===== src/rtl/stream_topk_tracker.sv =====
// stream_topk_tracker: keeps the K largest samples seen so far in a sorted
// register list, largest first. The K-th largest is always visible on its
// own output. A handshaked dump port reads the whole list out, largest first.
module stream_topk_tracker #(
  parameter int DATA_WIDTH = 8,
  parameter int K          = 4,
  parameter int ALLOW_DUP  = 0
) (
  input  logic                    i_clk,
  input  logic                    i_rst_n,
  input  logic                    i_in_valid,
  input  logic [DATA_WIDTH-1:0]   i_in_data,
  output logic                    o_in_ready,
  input  logic                    i_clear,
  input  logic                    i_dump_req,
  output logic [DATA_WIDTH-1:0]   o_kth_data,
  output logic                    o_kth_valid,
  output logic [$clog2(K+1)-1:0]  o_occupancy,
  output logic                    o_out_valid,
  input  logic                    i_out_ready,
  output logic [DATA_WIDTH-1:0]   o_out_data,
  output logic [$clog2(K)-1:0]    o_out_rank,
  output logic                    o_out_last
);
  localparam int OW = $clog2(K + 1);
  localparam int RW = $clog2(K);

  typedef enum logic {S_IDLE = 1'b0, S_DUMP = 1'b1} state_t;

  state_t                r_state;
  state_t                w_state_next;
  logic [DATA_WIDTH-1:0] r_list [K];
  logic [DATA_WIDTH-1:0] w_list_ins [K];
  logic [OW-1:0]         r_occ;
  logic [OW-1:0]         w_occ_next;
  logic [RW-1:0]         r_idx;
  logic [K-1:0]          w_valid;
  logic [K-1:0]          w_above;
  logic [K-1:0]          w_eq;
  logic                  w_flush;
  logic                  w_accept;
  logic                  w_dup_hit;
  logic                  w_insert;
  logic                  w_last;
  logic                  w_beat_done;

  // Per-rank compare against the incoming sample. Because the list is sorted
  // descending, the entries that stay ahead of the sample form a prefix, so
  // the w_above mask is a thermometer code whose length is the insert index.
  generate
    for (genvar gi = 0; gi < K; gi++) begin : g_rank
      assign w_valid[gi] = (OW'(gi) < r_occ);
      assign w_eq[gi]    = w_valid[gi] && (r_list[gi] == i_in_data);
      if (ALLOW_DUP != 0) begin : g_dup
        assign w_above[gi] = w_valid[gi] && (r_list[gi] >= i_in_data);
      end else begin : g_nodup
        assign w_above[gi] = w_valid[gi] && (r_list[gi] > i_in_data);
      end
      // Ahead of the insert point keep, at it take the sample, past it shift down.
      if (gi == 0) begin : g_head
        assign w_list_ins[gi] = w_above[gi] ? r_list[gi] : i_in_data;
      end else begin : g_tail
        assign w_list_ins[gi] = w_above[gi]      ? r_list[gi] :
                                w_above[gi-1]    ? i_in_data  : r_list[gi-1];
      end
    end
  endgenerate

  assign w_flush     = (r_state == S_IDLE) && i_clear;
  assign w_accept    = i_in_valid && o_in_ready;
  assign w_dup_hit   = (ALLOW_DUP == 0) && (|w_eq);
  // A full list whose last entry is still ahead means the insert index is K.
  assign w_insert    = w_accept && !w_dup_hit && !w_above[K-1];
  assign w_occ_next  = w_flush ? '0 :
                       (w_insert && (r_occ != OW'(K))) ? r_occ + OW'(1) : r_occ;
  assign w_last      = ((OW'(r_idx) + OW'(1)) == r_occ);
  assign w_beat_done = (r_state == S_DUMP) && i_out_ready;

  // List storage: flush, or load the shifted/inserted image on an insert.
  generate
    for (genvar gi = 0; gi < K; gi++) begin : g_store
      // One rank register; entries past occupancy stay at zero.
      always_ff @(posedge i_clk or negedge i_rst_n) begin
        if (!i_rst_n) begin
          r_list[gi] <= '0;
        end else if (w_flush) begin
          r_list[gi] <= '0;
        end else if (w_insert) begin
          r_list[gi] <= w_list_ins[gi];
        end
      end
    end
  endgenerate

  // Occupancy counter, saturating at K.
  always_ff @(posedge i_clk or negedge i_rst_n) begin
    if (!i_rst_n) begin
      r_occ <= '0;
    end else begin
      r_occ <= w_occ_next;
    end
  end

  // Dump read pointer: advances per handshake, rewinds after the last beat.
  always_ff @(posedge i_clk or negedge i_rst_n) begin
    if (!i_rst_n) begin
      r_idx <= '0;
    end else if (w_beat_done) begin
      r_idx <= w_last ? '0 : r_idx + RW'(1);
    end
  end

  // FSM state register.
  always_ff @(posedge i_clk or negedge i_rst_n) begin
    if (!i_rst_n) begin
      r_state <= S_IDLE;
    end else begin
      r_state <= w_state_next;
    end
  end

  // FSM next state: a dump starts only if the list is non-empty after this
  // cycle's update, so a sample accepted alongside dump_req is included.
  always_comb begin
    w_state_next = r_state;
    case (r_state)
      S_IDLE: if (i_dump_req && (w_occ_next != '0)) w_state_next = S_DUMP;
      S_DUMP: if (w_beat_done && w_last)            w_state_next = S_IDLE;
      default: w_state_next = S_IDLE;
    endcase
  end

  // FSM outputs: sample intake in IDLE, dump beat presentation in DUMP.
  always_comb begin
    o_in_ready  = 1'b0;
    o_out_valid = 1'b0;
    o_out_data  = '0;
    o_out_rank  = '0;
    o_out_last  = 1'b0;
    if (r_state == S_IDLE) begin
      o_in_ready = !i_clear;
    end else begin
      o_out_valid = 1'b1;
      o_out_data  = r_list[r_idx];
      o_out_rank  = r_idx;
      o_out_last  = w_last;
    end
  end

  assign o_kth_data  = r_list[K-1];
  assign o_kth_valid = (r_occ == OW'(K));
  assign o_occupancy = r_occ;

endmodule


===== config.mk =====
export PLATFORM = sky130hd
export DESIGN_NAME = stream_topk_tracker
export DESIGN_NICKNAME = d
export VERILOG_FILES = /design/src/rtl/stream_topk_tracker.sv
export SDC_FILE = /design/constraint.sdc
export NUM_CORES = 1
export LEC_CHECK = 0
export CORE_MARGIN = 2
export CORE_UTILIZATION = 50
export DETAILED_ROUTE_END_ITERATION = 10
export DONT_BUFFER_PORTS = 1
export HOLD_SLACK_MARGIN = 0.05
export PLACE_DENSITY_LB_ADDON = 0.2
export SYNTH_ARGS = -nofsm -noshare
export SYNTH_HDL_FRONTEND = slang
export SYNTH_SLANG_ARGS = --single-unit

===== constraint.sdc =====
create_clock -name i_clk -period 2.9 [get_ports i_clk]
set_clock_uncertainty 0.1 [all_clocks]
set_input_delay 0.145 -clock i_clk [delete_from_list [all_inputs] [get_ports i_clk]]
set_output_delay 0.145 -clock i_clk [all_outputs]
set_load 0.1 [all_outputs]

==> results of run 1 <==
## registers in the layout, summed over array words and instances, names as in the netlist
register	flops
r_list	24
o_kth_data	8
o_occupancy	3
r_idx	2
r_state	1
## final timing paths
path / startpoint / end / slack (ns) / depth (start not counted)
setup / recovery: o_kth_data[5]$_DFFE_PN0P_ / r_list[10]$_DFFE_PN0P_ / 0.05 / 9
hold / removal: i_in_data[5] / r_list[13]$_DFFE_PN0P_ / 0.05 / 3
setup reg to reg: o_kth_data[5]$_DFFE_PN0P_ / r_list[10]$_DFFE_PN0P_ / 0.05 / 9
hold reg to reg: r_list[13]$_DFFE_PN0P_ / r_list[13]$_DFFE_PN0P_ / 0.49 / 2
max in group asynchronous: i_rst_n / r_state$_DFF_PN0_ / 2.27 / 2
min in group asynchronous: i_rst_n / r_list[27]$_DFFE_PN0P_ / 0.19 / 2
## worst register-to-register path: stages (launching register included)
cell	delay [ns]
sky130_fd_sc_hd__dfrtp_1	0.43
sky130_fd_sc_hd__ha_4	0.24
sky130_fd_sc_hd__a211oi_2	0.21
sky130_fd_sc_hd__nor2_1	0.09
sky130_fd_sc_hd__or4_4	0.54
sky130_fd_sc_hd__o21a_1	0.21
sky130_fd_sc_hd__or2_1	0.27
sky130_fd_sc_hd__buf_6	0.17
sky130_fd_sc_hd__or3_1	0.40
sky130_fd_sc_hd__a21oi_2	0.15
## logic make-up (layout without fill, tap and decap cells)
logic type                 after synthesis  after routing  synth area share (%)
AOI/OAI and AO/OA                       70             70                  14.1
xor gates and xnor gates                 4              4                  1.14
adders and majority gates               35             35                  14.2
buffers and inverters                   44             95                  6.87
DFF                                     38             38                  30.9
muxes                                   42             42                  17.0
and+or+nand+nor                         92             92                  15.8
## what timing repair did
action,CTS,global route
setup buffers,0,1
setup endpoints to repair,0,17
gates resized for setup,0,7
hold endpoints to repair,61,0
hold buffers,16,0
## layout make-up
class,count,area (µm²)
Fill cell,479,2160
Multi-Input combinational cell,243,1970
Sequential cell,38,955
Timing Repair Buffer,71,591
Tap cell,75,93.8
Clock buffer,7,86.3
Inverter,16,60.1
Clock inverter,1,5.00
## cells in the final DEF (no fill, tap or decap), drive strengths merged, types with 2 or more instances in the layout
cell,n
nand4,6
a211oi,11
ha,35
nand2,13
mux4,8
xor2,2
xnor2,2
o211ai,3
buf,56
nor3,8
nor2b,3
nand2b,2
and2,13
mux2i,33
nor2,23
a21oi,18
o21a,4
dfrtp,38
a2111oi,2
o21ai,24
nand3,10
inv,16
dlygate4sd3,15
clkbuf,7
or3,8
## metal layers
layer | GRT usage [%] | routed length [µm] | share of wire, %
met1 | 38.7 | 3950 | 45
met2 | 42.7 | 4080 | 46
met3 | 4.78 | 578 | 6.6
met4 | 10.8 | 187 | 2.1
met5 | 0 | 0 | 0
## cell usage after synthesis (all sizes together), types with 4 or more instances
cell type,count,share of area (%)
o21ai,24,3.9
nor3,8,1.3
mux2i,33,11
clkbuf,13,1.6
inv,16,2.0
a211oi,11,2.8
nand2,13,1.6
nor2,23,3.1
a21oi,18,2.9
buf,15,3.3
ha,35,14
nand4,6,1.2
o21a,4,0.98
and2,13,2.6
dfrtp,38,31
nand3,10,1.6
or3,8,1.6
mux4,8,5.9
## metrics by stage
stage	util, %	area, µm²	std cells	setup WS [ns]
4_1_cts	62.6	3710	450	0.0371
2_1_floorplan	-	3090	325	0.0274
3_3_place_gp	58.2	3450	426	0.0932
6_report	63.5	3760	451	0.0471
5_1_grt	63.5	3760	451	-0.0307
3_5_place_dp	58.2	3450	426	0.0612
## power breakdown
| part | total, mW | internal [mW] | leakage, nW | switching [mW] |
|---|---|---|---|---|
| combinational | 1.55 | 0.558 | 1.14 | 0.997 |
| clock | 0.387 | 0.192 | 0.0482 | 0.195 |
| sequential | 0.779 | 0.643 | 0.508 | 0.136 |
==> results.md, run 1 <==
- Status: finished, final reports clean
- GRT Total Usage: 27.7%
- CTS Root Cell: sky130_fd_sc_hd__clkbuf_8
- Core box area: 5920 µm²
- Number of enable-type register cells in the synthesized netlist: 0
- Routability congestion estimate: 0.934
- Category of the most critical setup path: flip-flop to flip-flop
- Die width: 82.4 µm
- Final setup TNS: 0 ns
- Maximum clock path buffer count: 2
- H-Tree Level Count: 2
- Delay of the slowest cell on the worst path: 0.54 ns
- Leakage power: 1.69 nW
- Post-CTS clock slew at the launch and capture registers of the worst setup and hold paths: 0.08 ns
- Slew @ Worst Pin: 0.793 ns
- Relative slew margins: 47.1%
- Via count of the first global-routing pass: 2,772
- Antenna Diode Count: 0
- Required time worst endpoint: 3.03 ns
- Pre-antenna DRT Iters: 5
- Unique cell type count in the Yosys netlist: 44
- Hold Path Class: input port to flip-flop
- Initial antenna violation count: 0
- Synth Warn #: 0
- Worst hold slack across all endpoints: 0.0522 ns
- Synthesized area divided by synthesized cell count: 9.47 µm²
- Power consumption: 2.72 mW
- Cell family with the largest share of critical-path delay: simple AND/OR/NAND/NOR gates
- Number of hold-slack violations in the final timing report: 0
- Worst EP arrival: 2.98 ns
- Wirelength per Cell: 19.5 µm
- Final number of setup-violating endpoints: 0
- Cell with the largest stage delay on the worst path: sky130_fd_sc_hd__or4_4
- Clock Latency Late Sink: 0.29 ns
- Count of buffers inserted at the top-level ports: 0
- Highest fanout seen on the critical path: 17
- Most frequently used flop master after synthesis: sky130_fd_sc_hd__dfrtp_1
- Net count, final: 424
- Number of register bits inferred by synthesis: 38
- Initial cell density of the core: 52.0%
- TritonCTS clock tree: built
- Detail-routed via count per cell: 6.14
- Final-report max-slew violation count: 0
- Post-layout minimum cycle time: 2.85 ns
- Core Rows: 28
- Maximum number of pins on one net before global-route repair: 39
- Number of maximum-capacitance constraint violations: 0
- Total CTS buffers: 5
- Async set-or-reset flop fraction in the synthesized netlist: 100%
- DPL Wire Length: 6320 µm
- Net count after synthesis: 374
- Post-synthesis cell area: 3080 µm²
- DRC Markers: 0
- Fmax achieved: 351 MHz
- Power density cells: 723 nW/µm²
- Die area: 6800 µm²
- Total grt overflow: 0
- First-iteration detailed-routing DRC count: 219
- Die height: 82.4 µm
- Wire length of the first global-routing pass: 14,000 µm
- Synth Instances: 325
- Fraction of final layout cells sized beyond drive strength 1: 23.1%
- Total number of clock tree sinks: 38
- Buffer and inverter count on the worst path: 1
- Overall routed net length: 8790 µm
- Portion of the clock cycle consumed by the worst path in the final layout: 98.4%
- CP Capture Type: flip-flop
- Cells along the critical path: ha_4 -> a211oi_2 -> nor2_1 -> or4_4 -> o21a_1 -> or2_1 -> buf_6 -> or3_1 -> a21oi_2
- Part of the Yosys area used for sequential elements: 30.9%
- Area overhead of the layout relative to synthesis: 22.2%
- IO Pins: 39
- Number of nets with antenna violations after detailed routing: 0
- Critical path startpoint category: flip-flop
- Max rail drop VDD: 502 µV
- Vias after detailed routing: 2,770
(Power assumes the default switching activity.)
==> run 2, diff against run 1 <==
- ABC_AREA: default -> 1
- CTS_BUF_LIST: default -> sky130_fd_sc_hd__clkbuf_4 sky130_fd_sc_hd__clkbuf_8
- PLACE_DENSITY: default -> 0.68
- PLACE_DENSITY_LB_ADDON: 0.2 -> default
==> results.md, run 2 <==
- Critical path startpoint category: input port
- First-iteration detailed-routing DRC count: 282
- Portion of the clock cycle consumed by the worst path in the final layout: 89.1%
- Top cell type by total area after synthesis: sky130_fd_sc_hd__dfrtp_1
- Die width: 85.6 µm
- Clock Latency Late Sink: 0.30 ns
- Core box area: 6390 µm²
- Post-synthesis cell area: 3330 µm²
- Number of flip-flops under the largest register name: 24
- Total CTS buffers: 5
- Post-layout minimum cycle time: 2.58 ns
- Worst EP arrival: 2.67 ns
- Reg2Reg Launch Point: r_list[25]$_DFFE_PN0P_
- Die height: 85.6 µm
- Via count of the first global-routing pass: 2,752
- CTS Root Cell: sky130_fd_sc_hd__clkbuf_8
- CP Capture Type: flip-flop
- Unique cell type count in the Yosys netlist: 35
- Category of the most critical setup path: input port to flip-flop
- Most frequently used flop master after synthesis: sky130_fd_sc_hd__dfrtp_1
- Worst reg2reg path depth: 12
- Commonest non-fill, non-tap cell in the layout: sky130_fd_sc_hd__nand2_1
- Final design instance area without fill: 3780 µm²
- Relative slew margins: 59.3%
- Vias after detailed routing: 3,056
- Pre-antenna DRT Iters: 6
- Final-report max-slew violation count: 0
- Overall routed net length: 8660 µm
- Wirelength per Cell: 16.2 µm
- Maximum clock path buffer count: 2
- Synthesized area divided by synthesized cell count: 7.70 µm²
- Initial cell density of the core: 52.2%
- Top-count cell post-synth: sky130_fd_sc_hd__nand2_1
- Area overhead of the layout relative to synthesis: 13.4%
- Die area: 7340 µm²
- Core Rows: 29
- Fraction of final layout cells sized beyond drive strength 1: 18.8%
- H-Tree Level Count: 2
- Detail-routed via count per cell: 5.71
- Synth Instances: 433
- Wire length of the first global-routing pass: 14,100 µm
- Part of the Yosys area used for sequential elements: 28.5%
- Count of buffers inserted at the top-level ports: 0
- DRC Markers: 0
- Biggest register: r_list
- Total number of clock tree sinks: 38
- Status: finished, final reports clean
- Highest fanout seen on the critical path: 17
- Commonest cells after routing, fill and taps aside: 84 x sky130_fd_sc_hd__nand2_1, 57 x sky130_fd_sc_hd__a21oi_1, 46 x sky130_fd_sc_hd__inv_1
- Post-CTS clock slew at the launch and capture registers of the worst setup and hold paths: 0.08 ns
- IO Pins: 39
- Number of nets with antenna violations after detailed routing: 0
- Maximum number of pins on one net before global-route repair: 39
- Routability congestion estimate: 0.823
- Worst hold stages: 2
- Setup repair after global routing missed its margin: false
- Initial antenna violation count: 0
- DPL Wire Length: 6460 µm
- Final number of setup-violating endpoints: 0
- TritonCTS clock tree: built
- Net count, final: 506
- Number of enable-type register cells in the synthesized netlist: 0
- Net count after synthesis: 482
- R2R Path End: r_list[21]$_DFFE_PN0P_
- Most area-consuming cells after synthesis: sky130_fd_sc_hd__dfrtp_1 29%, sky130_fd_sc_hd__ha_1 13%, sky130_fd_sc_hd__a21oi_1 9.8%, sky130_fd_sc_hd__nand2_1 9.5%, sky130_fd_sc_hd__nand3_1 6.6%
- Async set-or-reset flop fraction in the synthesized netlist: 100%
- Antenna Diode Count: 0
- GRT Total Usage: 24.6%
- Required time worst endpoint: 2.98 ns
- Hold path endpoint: r_list[25]$_DFFE_PN0P_
- Number of maximum-capacitance constraint violations: 0
- Number of register bits inferred by synthesis: 38
- Launch point of the worst hold path: i_in_data[1]
- Synth Warn #: 0
- Setup slack on the worst flop-to-flop path: 0.56 ns
- Total grt overflow: 0
- Fmax achieved: 387 MHz
- Placed standard-cell area: 3510 µm²
- Hold Path Class: input port to flip-flop
- Post-synth top area share: 28.5%
- Number of hold-slack violations in the final timing report: 0
- Slew @ Worst Pin: 0.610 ns
- Leading post-synthesis cells by instance count: 84 x sky130_fd_sc_hd__nand2_1, 65 x sky130_fd_sc_hd__a21oi_1, 46 x sky130_fd_sc_hd__inv_1, 44 x sky130_fd_sc_hd__nand3_1, 38 x sky130_fd_sc_hd__dfrtp_1
## run 2: what timing repair did
item	in CTS	in global routing
resized for setup	0	0
hold buffers	12	0
buffers inserted	0	0
hold endpoints to repair	69	0
## run 2: critical path: stages
cell	delay [ns]
sky130_fd_sc_hd__dlygate4sd3_1	0.62
sky130_fd_sc_hd__inv_1	0.18
sky130_fd_sc_hd__ha_1	0.34
sky130_fd_sc_hd__nand2_1	0.07
sky130_fd_sc_hd__nor2_1	0.35
sky130_fd_sc_hd__nand3_2	0.20
sky130_fd_sc_hd__o21ai_4	0.13
sky130_fd_sc_hd__nor2_8	0.07
sky130_fd_sc_hd__nand2_8	0.14
sky130_fd_sc_hd__inv_8	0.07
sky130_fd_sc_hd__nand2_8	0.14
sky130_fd_sc_hd__nand2_1	0.08
sky130_fd_sc_hd__nand2_1	0.09
sky130_fd_sc_hd__a21oi_2	0.04
## run 2: cell families (layout without fill, tap and decap cells)
kind of cell               Yosys count  in the layout  share of synthesized area, %
AOI/OAI and AO/OA                  121            121                          21.0
xor gates and xnor gates             4              4                          1.05
adders and majority gates           35             35                          13.1
buffers and inverters               71             96                          10.5
DFF                                 38             38                          28.5
and+or+nand+nor                    164            164                          25.8
## run 2: worst max path at each step
stage	cells after the start	start	slack, ns	endpoint
floorplan	3	r_state$_DFF_PN0_	-0.18	o_out_data[0]
CTS	14	i_in_data[3]	0.35	r_list[15]$_DFFE_PN0P_
global placement	13	r_list[24]$_DFFE_PN0P_	0.65	r_state$_DFF_PN0_
detailed placement	13	r_list[24]$_DFFE_PN0P_	0.61	r_state$_DFF_PN0_
finish	14	i_in_data[3]	0.32	r_list[21]$_DFFE_PN0P_
global route	14	i_in_data[3]	0.14	r_state$_DFF_PN0_
## run 2: cell type report
class	instances	area, µm²
multi-input cells	324	2070
fillers	570	2610
flip-flops and latches	38	951
clock inverters	2	60.1
repair buffers	39	333
clock buffers	6	82.6
inverters	49	191
well taps	77	96.3
## run 2: layer usage
metal	GRT usage [%]	part of all wire, %
met1	36.1	46
met2	36.2	44
met3	6.93	8.6
met4	5.34	1.1
met5	0	0
## run 2: per-stage QoR
stage	utilization [%]	cells	hold WS [ns]	worst slack (ns)	TNS (ns)
finish	59.2	535	0.0641	0.316	0
floorplan	-	433	-0.251	-0.182	-1.50
global placement	54.9	515	-0.249	0.653	0
global route	59.2	535	0.0931	0.139	0
detailed placement	54.9	515	-0.250	0.613	0
CTS	59.2	535	0.0571	0.353	0
Power of run 2 is not shown: default switching activity piles up to over one toggle a cycle in this logic, so the estimate is an artifact.
==> run 3, diff against run 2 <==
- PLACE_DENSITY: 0.68 -> 0.72
- clock period: 2.9 -> 2.4 ns (I/O delays scaled with it)
==> results.md, run 3 (synthesis gave the netlist of run 2 again) <==
- Status: finished, final reports clean
- Core Rows: 29
- H-Tree Level Count: 2
- Initial cell density of the core: 52.2%
- Fraction of final layout cells sized beyond drive strength 1: 20.2%
- Total CTS buffers: 5
- DPL Wire Length: 6590 µm
- Required time worst endpoint: 2.18 ns
- Maximum clock path buffer count: 2
- GRT Total Usage: 25.2%
- Number of hold-slack violations in the final timing report: 0
- Net count, final: 514
- Maximum number of pins on one net before global-route repair: 39
- Final number of setup-violating endpoints: 0
- Number of maximum-capacitance constraint violations: 0
- Pre-antenna DRT Iters: 5
- Vias after detailed routing: 3,086
- Number of nets with antenna violations after detailed routing: 0
- Overall routed net length: 8840 µm
- Highest fanout seen on the critical path: 18
- Reg2Reg Launch Point: r_list[27]$_DFFE_PN0P_
- IO Pins: 39
- Slew @ Worst Pin: 0.579 ns
- Commonest cells after routing, fill and taps aside: 84 x sky130_fd_sc_hd__nand2_1, 57 x sky130_fd_sc_hd__a21oi_1, 45 x sky130_fd_sc_hd__inv_1
- TritonCTS clock tree: built
- Clock Latency Late Sink: 0.30 ns
- Wire length of the first global-routing pass: 14,600 µm
- Setup repair after global routing missed its margin: false
- Post-layout minimum cycle time: 2.26 ns
- Number of flip-flops under the largest register name: 24
- Die height: 85.6 µm
- Layout filler cell count: 569
- Final-report max-slew violation count: 0
- Met1 GRT Util: 34.4%
- Post-CTS clock slew at the launch and capture registers of the worst setup and hold paths: 0.08 ns
- Die width: 85.6 µm
- Wirelength per Cell: 16.3 µm
- Initial antenna violation count: 0
- Via count of the first global-routing pass: 2,941
- Relative slew margins: 61.3%
- Met3 layer usage reported by global route: 5.00%
- Fmax achieved: 443 MHz
- DRC Markers: 0
- Total number of clock tree sinks: 38
- Portion of the clock cycle consumed by the worst path in the final layout: 94.0%
- Total grt overflow: 0
- Worst EP arrival: 2.04 ns
- Core box area: 6390 µm²
- Category of the most critical setup path: flip-flop to output pin
- Count of buffers inserted at the top-level ports: 0
- Commonest non-fill, non-tap cell in the layout: sky130_fd_sc_hd__nand2_1
- Routability congestion estimate: 0.867
- Area overhead of the layout relative to synthesis: 17.9%
- Hold Path Class: input port to flip-flop
- Die area: 7340 µm²
- Critical path startpoint category: flip-flop
- CP Capture Type: output pin
- GRT busiest layer: met2
- GR Util met2: 41.6%
- Detail-routed via count per cell: 5.68
- Setup bufs post-CTS: 0
- Launch point of the worst hold path: i_in_data[1]
- CTS Root Cell: sky130_fd_sc_hd__clkbuf_8
- Antenna Diode Count: 0
- Biggest register: r_list
- Crit. Startpoint: r_idx[0]$_DFFE_PN0P_
- Worst hold slack across all endpoints: 0.0491 ns
- First-iteration detailed-routing DRC count: 225
[run 3: changes by cell type in the layout (fill, tap and decap cells not counted), moves of 2 or more]
cell | previous run | this run
sky130_fd_sc_hd__buf_12 | 1 | 10
sky130_fd_sc_hd__dfrtp_2 | 0 | 2
sky130_fd_sc_hd__bufinv_16 | 2 | 0
sky130_fd_sc_hd__dfrtp_1 | 38 | 35
sky130_fd_sc_hd__dlygate4sd3_1 | 11 | 14
sky130_fd_sc_hd__buf_4 | 27 | 22
[run 3: path summary, 6_finish.rpt]
check	to	slack (ns)	depth (start not counted)
max	o_out_data[0]	0.14	5
max reg2reg	r_list[17]$_DFFE_PN0P_	0.21	12
min	r_list[25]$_DFFE_PN0P_	0.05	2
min in group asynchronous	r_list[22]$_DFFE_PN0P_	0.17	2
max in group asynchronous	o_occupancy[1]$_DFF_PN0_	1.81	2
min reg2reg	r_list[24]$_DFFE_PN0P_	0.48	2
[run 3: critical path, cell delays in order, from the launching register on]
cell and delay [ns]:
sky130_fd_sc_hd__dfrtp_1 0.46, sky130_fd_sc_hd__clkinv_1 0.41, sky130_fd_sc_hd__a21oi_1 0.25, sky130_fd_sc_hd__o21ai_0 0.18, sky130_fd_sc_hd__a21oi_2 0.24, sky130_fd_sc_hd__buf_12 0.20
[run 3: cell type report]
type                            count  area [µm²]  share of cell area (%)
Tap cell                           77        96.3                    2.45
Clock buffer                        7        90.1                    2.29
Clock inverter                      1        5.00                   0.127
Timing Repair Buffer               47         518                    13.2
Inverter                           49         191                    4.87
Sequential cell                    38         957                    24.4
Multi-Input combinational cell    324        2070                    52.7
[run 3: repair_timing]
action                                 in CTS  in global routing
hold buffers                               16                  0
endpoints found under the hold margin      71                  0
setup endpoints to repair                   0                 28
resized for setup                           0                  3
[run 3: metal layers]
metal | vias to the layer above | share of wire [%]
li1 | 1519 | -
met1 | 1441 | 44
met2 | 118 | 47
met3 | 8 | 8.3
met4 | 0 | 1.2
met5 | - | 0
[run 3: stage by stage]
| step | setup TNS (ns) | instance area, µm² | cells | utilization, % | setup WS [ns] |
|---|---|---|---|---|---|
| 2_1_floorplan | -1.21 | 3370 | 433 | - | -0.133 |
| 3_3_place_gp | 0 | 3660 | 519 | 57.3 | 0.240 |
| 5_1_grt | 0 | 3930 | 543 | 61.5 | 0.00260 |
| 4_1_cts | 0 | 3920 | 543 | 61.4 | 0.00983 |
| 3_5_place_dp | 0 | 3660 | 519 | 57.3 | 0.185 |
| 6_report | 0 | 3930 | 543 | 61.5 | 0.143 |
Power of run 3 is left out for the same reason.
